--- src/rtl/tms5200_pkg.sv ---
// Shared constants and state encoding for the TMS5200 lattice coefficient sequencer.
package tms5200_pkg;

    localparam int NSTAGES_DEF = 10;
    localparam int KW_DEF      = 10;
    localparam int IDX_W       = 4;

    typedef enum logic [1:0] {
        ST_IDLE  = 2'd0,
        ST_RUN   = 2'd1,
        ST_DRAIN = 2'd2
    } seq_state_t;

endpackage

--- src/rtl/tms5200_kbank.sv ---
// Double-buffered K coefficient bank: a pending bank written at any time and an
// active bank that changes only when the copy strobe is asserted.
module tms5200_kbank
    import tms5200_pkg::*;
#(
    parameter int NSTAGES = NSTAGES_DEF,
    parameter int KW      = KW_DEF
) (
    input  logic             clk,
    input  logic             reset,
    input  logic             i_wr,
    input  logic [IDX_W-1:0] i_wr_idx,
    input  logic [KW-1:0]    i_wr_data,
    input  logic             i_copy,
    input  logic [IDX_W-1:0] i_rd_idx,
    output logic [KW-1:0]    o_rd_data
);

    localparam logic [IDX_W:0] NST = (IDX_W+1)'(NSTAGES);

    logic [KW-1:0] r_pending     [NSTAGES];
    logic [KW-1:0] r_active      [NSTAGES];
    logic [KW-1:0] w_pending_nxt [NSTAGES];
    logic          w_wr_ok;
    logic          w_rd_ok;

    assign w_wr_ok = i_wr && ({1'b0, i_wr_idx} < NST);
    assign w_rd_ok = ({1'b0, i_rd_idx} < NST);

    // Pending bank as it will look after this edge, so a same-cycle write is
    // what gets copied into the active bank.
    always_comb begin
        for (int i = 0; i < NSTAGES; i++) begin
            w_pending_nxt[i] = r_pending[i];
            if (w_wr_ok && (i_wr_idx == IDX_W'(i))) begin
                w_pending_nxt[i] = i_wr_data;
            end
        end
    end

    // Bank storage: pending always tracks writes, active only on copy.
    always_ff @(posedge clk or posedge reset) begin
        if (reset) begin
            for (int i = 0; i < NSTAGES; i++) begin
                r_pending[i] <= '0;
                r_active[i]  <= '0;
            end
        end else begin
            for (int i = 0; i < NSTAGES; i++) begin
                r_pending[i] <= w_pending_nxt[i];
                if (i_copy) begin
                    r_active[i] <= w_pending_nxt[i];
                end
            end
        end
    end

    assign o_rd_data = w_rd_ok ? r_active[i_rd_idx] : '0;

endmodule

--- src/rtl/tms5200_lattice_seq.sv ---
// Lattice pass sequencer: walks the active K bank from K10 down to K1, one
// coefficient per clk_en tick, then spends one tick draining the K-stack recoder.
//
// state    | meaning
// ---------+-----------------------------------------------------------
// ST_IDLE  | waiting for start on a clk_en tick; commits copy immediately
// ST_RUN   | presenting active[stage] to the K stack, stage counts down
// ST_DRAIN | one tick of recoder latency, then done pulse and back to idle
module tms5200_lattice_seq
    import tms5200_pkg::*;
#(
    parameter int NSTAGES = NSTAGES_DEF,
    parameter int KW      = KW_DEF
) (
    input  logic             clk,
    input  logic             reset,
    input  logic             clk_en,
    input  logic             start,
    input  logic             k_wr,
    input  logic [IDX_W-1:0] k_wr_idx,
    input  logic [KW-1:0]    k_wr_data,
    input  logic             commit,
    input  logic             ovr_clr,
    output logic [KW-1:0]    kin,
    output logic             kstack_en,
    output logic [IDX_W-1:0] stage,
    output logic             busy,
    output logic             done,
    output logic             overrun
);

    localparam logic [IDX_W-1:0] LAST_STAGE = IDX_W'(NSTAGES - 1);

    seq_state_t       r_state;
    seq_state_t       w_state_nxt;
    logic [IDX_W-1:0] r_stage;
    logic             r_done;
    logic             r_overrun;
    logic             r_commit_pend;

    logic             w_idle;
    logic             w_run;
    logic             w_drain;
    logic             w_pass_start;
    logic             w_drain_exit;
    logic             w_copy;
    logic             w_ovr_set;
    logic [KW-1:0]    w_k_active;

    assign w_idle       = (r_state == ST_IDLE);
    assign w_run        = (r_state == ST_RUN);
    assign w_drain      = (r_state == ST_DRAIN);
    assign w_pass_start = w_idle & clk_en & start;
    assign w_drain_exit = w_drain & clk_en;
    // Commits seen mid-pass are held and applied on the return to idle so the
    // active bank is stable for the whole pass.
    assign w_copy       = (w_idle & commit) | (w_drain_exit & (commit | r_commit_pend));
    // The DRAIN->IDLE edge is still busy, so a start there is an overrun too.
    assign w_ovr_set    = clk_en & start & ~w_idle;

    tms5200_kbank #(
        .NSTAGES (NSTAGES),
        .KW      (KW)
    ) u_kbank (
        .clk       (clk),
        .reset     (reset),
        .i_wr      (k_wr),
        .i_wr_idx  (k_wr_idx),
        .i_wr_data (k_wr_data),
        .i_copy    (w_copy),
        .i_rd_idx  (r_stage),
        .o_rd_data (w_k_active)
    );

    // State register.
    always_ff @(posedge clk or posedge reset) begin
        if (reset) begin
            r_state <= ST_IDLE;
        end else begin
            r_state <= w_state_nxt;
        end
    end

    // Next-state logic; every transition waits for a clk_en tick.
    always_comb begin
        w_state_nxt = r_state;
        case (r_state)
            ST_IDLE:  if (clk_en && start)           w_state_nxt = ST_RUN;
            ST_RUN:   if (clk_en && r_stage == '0)   w_state_nxt = ST_DRAIN;
            ST_DRAIN: if (clk_en)                    w_state_nxt = ST_IDLE;
            default:                                 w_state_nxt = ST_IDLE;
        endcase
    end

    // Outputs to the K stack: only RUN presents a coefficient or enables a shift.
    always_comb begin
        busy      = 1'b1;
        kstack_en = 1'b0;
        kin       = '0;
        case (r_state)
            ST_IDLE: busy = 1'b0;
            ST_RUN: begin
                kstack_en = clk_en;
                kin       = w_k_active;
            end
            default: ;
        endcase
    end

    // Stage down-counter, done pulse, sticky overrun and deferred commit flag.
    always_ff @(posedge clk or posedge reset) begin
        if (reset) begin
            r_stage       <= '0;
            r_done        <= 1'b0;
            r_overrun     <= 1'b0;
            r_commit_pend <= 1'b0;
        end else begin
            if (w_pass_start) begin
                r_stage <= LAST_STAGE;
            end else if (w_run && clk_en && r_stage != '0) begin
                r_stage <= r_stage - 1'b1;
            end

            r_done    <= w_drain_exit;
            r_overrun <= w_ovr_set | (r_overrun & ~ovr_clr);

            if (w_copy) begin
                r_commit_pend <= 1'b0;
            end else if (commit && !w_idle) begin
                r_commit_pend <= 1'b1;
            end
        end
    end

    assign stage   = r_stage;
    assign done    = r_done;
    assign overrun = r_overrun;

endmodule

--- config.mk ---
export PLATFORM = sky130hd
export DESIGN_NAME = tms5200_lattice_seq
export DESIGN_NICKNAME = d
export VERILOG_FILES = /design/src/rtl/tms5200_pkg.sv /design/src/rtl/tms5200_kbank.sv /design/src/rtl/tms5200_lattice_seq.sv
export SDC_FILE = /design/constraint.sdc
export NUM_CORES = 1
export LEC_CHECK = 0
export CORE_AREA = 2 2 156 158
export CTS_CLUSTER_DIAMETER = 150
export DETAILED_ROUTE_END_ITERATION = 16
export DIE_AREA = 0 0 158 160
export GPL_ROUTABILITY_DRIVEN = 0
export SLEW_MARGIN = 25
export SYNTH_ARGS = -nofsm -noshare
export SYNTH_HDL_FRONTEND = slang
export SYNTH_SLANG_ARGS = --single-unit
--- constraint.sdc ---
create_clock -name clk -period 6.7 [get_ports clk]
set_input_delay 1.34 -clock clk [delete_from_list [all_inputs] [get_ports clk]]
set_output_delay 1.34 -clock clk [all_outputs]
set_load 0.02 [all_outputs]
======== Word level (Yosys, flattened, before mapping) ========
Index checks and enable logic that the tools add are counted.
word-level totals
  register bits after elaboration ......... 209
  bits of input ports ..................... 21
  output and inout bits ................... 18
  logic and storage cells ................. 106
operators by class
  add/sub/neg operators ................... 1
  $lt $le $gt $ge ......................... 3
  eq/ne operators ......................... 14
  muxes and demuxes ....................... 25
  bitwise operators ....................... 14
  reductions and logical operators ........ 24
operator list
  kind                 count
  $mux 10              14
  $bmux 10 s4          1
  $eq 4x3->1 const B   4
  $logic_and 1x1->1    16
  $and 1x1->1          8
  $eq 4x2->1 const B   2
  $eq 4x4->1 const B   2
  $logic_not 4->1      2
  $lt 4x4->1 const B   2
  $mux 4               2
  $mux 2               3
  $pmux 2 s3           1
  $ge 5x5->1 const B   1
  $not 4->5            1
  $eq 4x1->1 const B   1
  $mux 1               4
  $ne 2x1->1 const B   2
  $reduce_bool 2->1    2
  $reduce_bool 4->1    1
  $sub 4x1->4 const B  1
  $or 1x1->1           3
  $reduce_and 3->1     1
  $eq 2x1->1 const B   1
  $eq 2x2->1 const B   1
  other kinds (4)      5

======== Longest topological paths before layout ========
  word-level depth ........................ 6
  mapped depth ............................ 7
  gate-level depth less buffers ........... 5

======== Modules after synthesis ========
A second synthesis with hierarchy kept.
unflattened totals
  cell total of the unflattened synthesis .. 934
  area, all modules ....................... 9,180.1 um^2
modules (own cells, without submodules)
  module               instances  cells an instance  area each (um^2)  seq. area each (um^2)
  tms5200_kbank        1          875                8,648.3           5,004.8
  tms5200_lattice_seq  1          59                 531.8             225.2

======== Worst setup path before layout ========
No wires, ideal clock.
  path kind ............................... input to output
  start point ............................. input port clk_en
  end point ............................... output port kstack_en
  arrival time ............................ 1.681 ns
  required time ........................... 5.360 ns
  setup slack ............................. 3.679 ns
  stages on the path ...................... 2
  path buffers ............................ 0
  path through ............................ nand3b_1 > inv_1
between the ends
  cells in the longest elaborated chain, start to end .. 1
RTL lines
  element             line                        source
  start: declaration  tms5200_lattice_seq.sv:17   input logic clk_en,
  $mux 1              tms5200_lattice_seq.sv:100  case (r_state)
  end: declaration    tms5200_lattice_seq.sv:25   output logic kstack_en,
Every way passes these cells.

======== Final worst setup path ========
Ends and elaborated chain as after synthesis.

==> results.md <==
Detailed routing:
- In this run the remaining antenna-violating nets after routing total 0.
- The routed wirelength normalized by instance count is between 20 and 25 µm.
- After detailed routing, the number of remaining DRC violations is 0.
- The via density per instance is 6.17.
- The routed design has 28.5 mm of wire.
- The first routing iteration left 773 violations.
- The via count is between 7000 and 8000.
- The first TritonRoute pass finished after 6 iterations.

Synth:
- The synthesized design contains ~210 register bits.
- A synthesized cell averages roughly 10 µm².
- Sequential cells were found to cover between 50% and 60% of the synthesized design area.
- For this run, the number of Yosys warnings is 0.
- The number of flops mapped to enable cells by yosys is 0.
- Synthesis produced a netlist with a net count of slightly below 1000.
- The most instantiated flip-flop cell in the synthesis netlist is dfrtp_1.
- The number of different library cells used by synthesis comes to 35.
- In the synthesized netlist the async set-or-reset flop fraction comes to 100%.
- The summed instance area of the synthesized netlist is 9530 µm².
- The post-synthesis cell count is 957.

Place:
- After legalization and detailed placement, the total HPWL measured roughly 15 mm.
- The post-place instance area is ~10000 µm².
- The number of cells in the design after placement is 1229.
- Prior to clock tree synthesis, the placed netlist has a worst setup slack of about 2.4 ns.
- During placement, the flow inserted port buffers numbering 38.

Cells and area:
- Once layout is complete, the utilization of the core stands at between 40% and 50%.
- The design area is 10700 µm².
- The post-layout net count is 952.
- The layout overhead on the synthesized area is 12.1%.
- The multi-input combinational cells in the finished layout cover a total of about 3800 µm².
- The fraction of layout instances using a drive strength above 1 is 11.1%.
- The library cells used most frequently in the layout, excluding fill and tap cells, are 210 x a31oi_1, 209 x dfrtp_1, 117 x nand2_1.
- The final non-filler cell total is 1267.
- The register area is 5230 µm².
- Leaving out fill and tap cells, the most frequent cell in the layout is a31oi_1.
- The antenna diode instance count is 0.
- Counting the fill cells in the layout gives roughly 2300.

Floorplan:
- The vertical die dimension is between 150 and 200 µm.
- The effective utilization at floorplan is between 30% and 40%.
- The die is 158 µm wide.
- In this run the count of I/O pins placed on the die edge is 39.
- The floorplan has between 50 and 60 rows.
- The core region is 23800 µm².
- The die footprint is 25300 µm².

Power:
- The clock network fraction of design power is 24.0%.
- The sequential power share is 39.0%.
- In this run, the combinational gates consume 36.9% of the power.
- The sum of internal, switching and leakage power is 4.98 mW.
- The static leakage is around 4.5 nW.
- VDD sags by at most approximately 0.27 mV.
- Cell internal power was estimated by the tool at between 3 and 4 mW.
- For this design the total switching power over the nets is between 1.5 and 2 mW.
- Dividing total power by cell area gives a power density of around 470 nW/µm².
- Net switching is between 30% and 40% of the power.

Worst setup path:
- The sort of element at the start of the critical path is a primary input.
- The most common cell type on the critical path is clkdlybuf4s50_1.
- The highest net fanout along the worst path is 9.
- The critical path's top delay family is buffers and inverters.
- The largest single stage delay on the critical path is between 0.6 and 0.7 ns.
- The data required time of the worst path is 5.36 ns.
- The arrival time of data at the critical path endpoint is a little under 3 ns.
- By startpoint and endpoint, the worst setup path is classified as primary input to primary output.
- The critical path goes through clkdlybuf4s50_1, nand3b_1, inv_1, clkdlybuf4s50_1.
- Together, buffers and inverters on the worst path number 3.
- The internal reg-to-reg setup slack is 4.20 ns.
- The element type at the critical path end is a primary output.
- The slowest stage of the critical path belongs to the cell clkdlybuf4s50_1.

Job:
- The tool flagged a number of max-cap violations equal to 0.

STA:
- Across the routed clock network, the largest skew measured is between 0.01 and 0.015 ns.
- The worst max-slew margin expressed relative to the limit is 26.8%.
- The worst hold slack after final layout is around 0.48 ns.
- The number of pins exceeding their max-slew limit in the final report is 0.
- Setup slack on the critical path of the routed design comes to between 2 and 2.5 ns.
- After routing, the total negative slack on setup checks comes to 0 ns.
- The hold violation total from the final report is 0.
- The transition time of the tightest slew-check pin is ~1.1 ns.
- The final critical delay including setup and external delays is about 4.3 ns.
- Setup violations remaining at the end of the flow were counted as 0.
- Setup repair after global routing left no endpoint under its margin.
- For this run, the top clock speed supported by timing is 0.234 GHz.
- The portion of the clock cycle consumed by the worst path in the final layout is 63.9%.

GRT:
- Entering global routing, the biggest net connects ~160 pins.
- The wire length of the first global-routing pass is between 40 and 50 mm.
- Summed over all layers, the global routing overflow is 0.
- The number of global-route vias before repair is between 7000 and 8000.
- The number of antenna violations at the first check in global routing is 0.
- Global routing used 22.7% of the available tracks.

Clock tree:
- The post-CTS resize count is 0.
- The clock input transition at the sequential cells of the worst setup and hold paths is about 0.06 ns.
- The buffer type at the clock tree root is clkbuf_16.
- The number of H-tree levels is 1.
- CTS saw approximately 210 sinks.
- In this run the deepest clock path goes through 3 buffers.
- The number of hold-repair buffers added at the cts stage is 0.
- The post-CTS repair timing setup buffer count is 0.
- The CTS tree is built.
- The source-to-sink clock delay at the later pin of the worst-skew pair is 0.51 ns.
- Buffers inserted during clock tree synthesis total 23.

Hold path:
- The class of the worst hold path is flop to flop.

Run status:
- The run finished with clean final reports.
[synthesized netlist by cell type, types with 9 or more instances]
cell / n / area (µm²)
inv_1: 9 / 33.8
mux4_2: 10 / 225
o21ai_1: 29 / 145
a22oi_1: 10 / 75.1
nand3_1: 109 / 546
dfrtp_1: 209 / 5230
o21ai_0: 75 / 375
nand2_1: 117 / 439
clkbuf_1: 36 / 135
a31oi_1: 210 / 1310
buf_2: 64 / 320
mux2_2: 30 / 338
[worst min-delay path: stages, from the launching register on]
cell and delay, ns:
dfrtp_1 0.32, o21ai_1 0.07, nand2_1 0.07
[path summary, 6_finish.rpt]
kind,start,endpoint,cells past startpoint
worst min-delay path,u_kbank.r_pending[10],u_kbank.r_pending[10],2
min in group asynchronous,reset,u_kbank.r_active[19],2
worst min register to register,u_kbank.r_pending[10],u_kbank.r_pending[10],2
max in group asynchronous,reset,u_kbank.r_pending[97],4
worst max register to register,r_state[1],u_kbank.r_active[32],4
worst max-delay path,clk_en,kstack_en,4
[routing by layer]
| metal | up-vias | track usage (%) | share of wire, % |
|---|---|---|---|
| met4 | 0 | 5.08 | 1.8 |
| met3 | 42 | 4.72 | 7.5 |
| met5 | - | 0 | 0 |
| met1 | 3991 | 34.9 | 46 |
| li1 | 3499 | - | - |
| met2 | 285 | 33.2 | 45 |
[sequential cells by signal, indices dropped and copies added (netlist names)]
name	count
r_commit_pend	1
u_kbank.r_active	100
done	1
stage	4
u_kbank.r_pending	100
overrun	1
r_state	2
[area by class of cell]
type	count	area share (%)
repair buffers	54	4.87
clock buffers	33	6.30
clock inverters	5	0.234
flip-flops and latches	209	49.0
inverters	9	0.351
multi-input cells	633	35.5
well taps	324	3.80
[power by group through the flow]
| stage | Clock (mW) | Combinational [mW] | Sequential [mW] |
|---|---|---|---|
| 2_1_floorplan | 0 | 1.29 | 1.89 |
| 3_3_place_gp | 0 | 1.81 | 1.95 |
| 3_5_place_dp | 0 | 1.82 | 1.96 |
| 4_1_cts | 1.22 | 1.83 | 1.94 |
| 5_1_grt | 1.27 | 2.00 | 2.00 |
| 6_report | 1.20 | 1.84 | 1.94 |
[cell families after synthesis]
| group | synth area share (%) |
|---|---|
| flip-flops | 54.9 |
| adder cells (fa/ha/maj) | 0.131 |
| AND/OR/NAND/NOR | 12.7 |
| multiplexers | 5.91 |
| AO/OA/AOI/OAI | 20.7 |
| buffers and inverters | 5.69 |
Power figures use the tool's default switching activity.
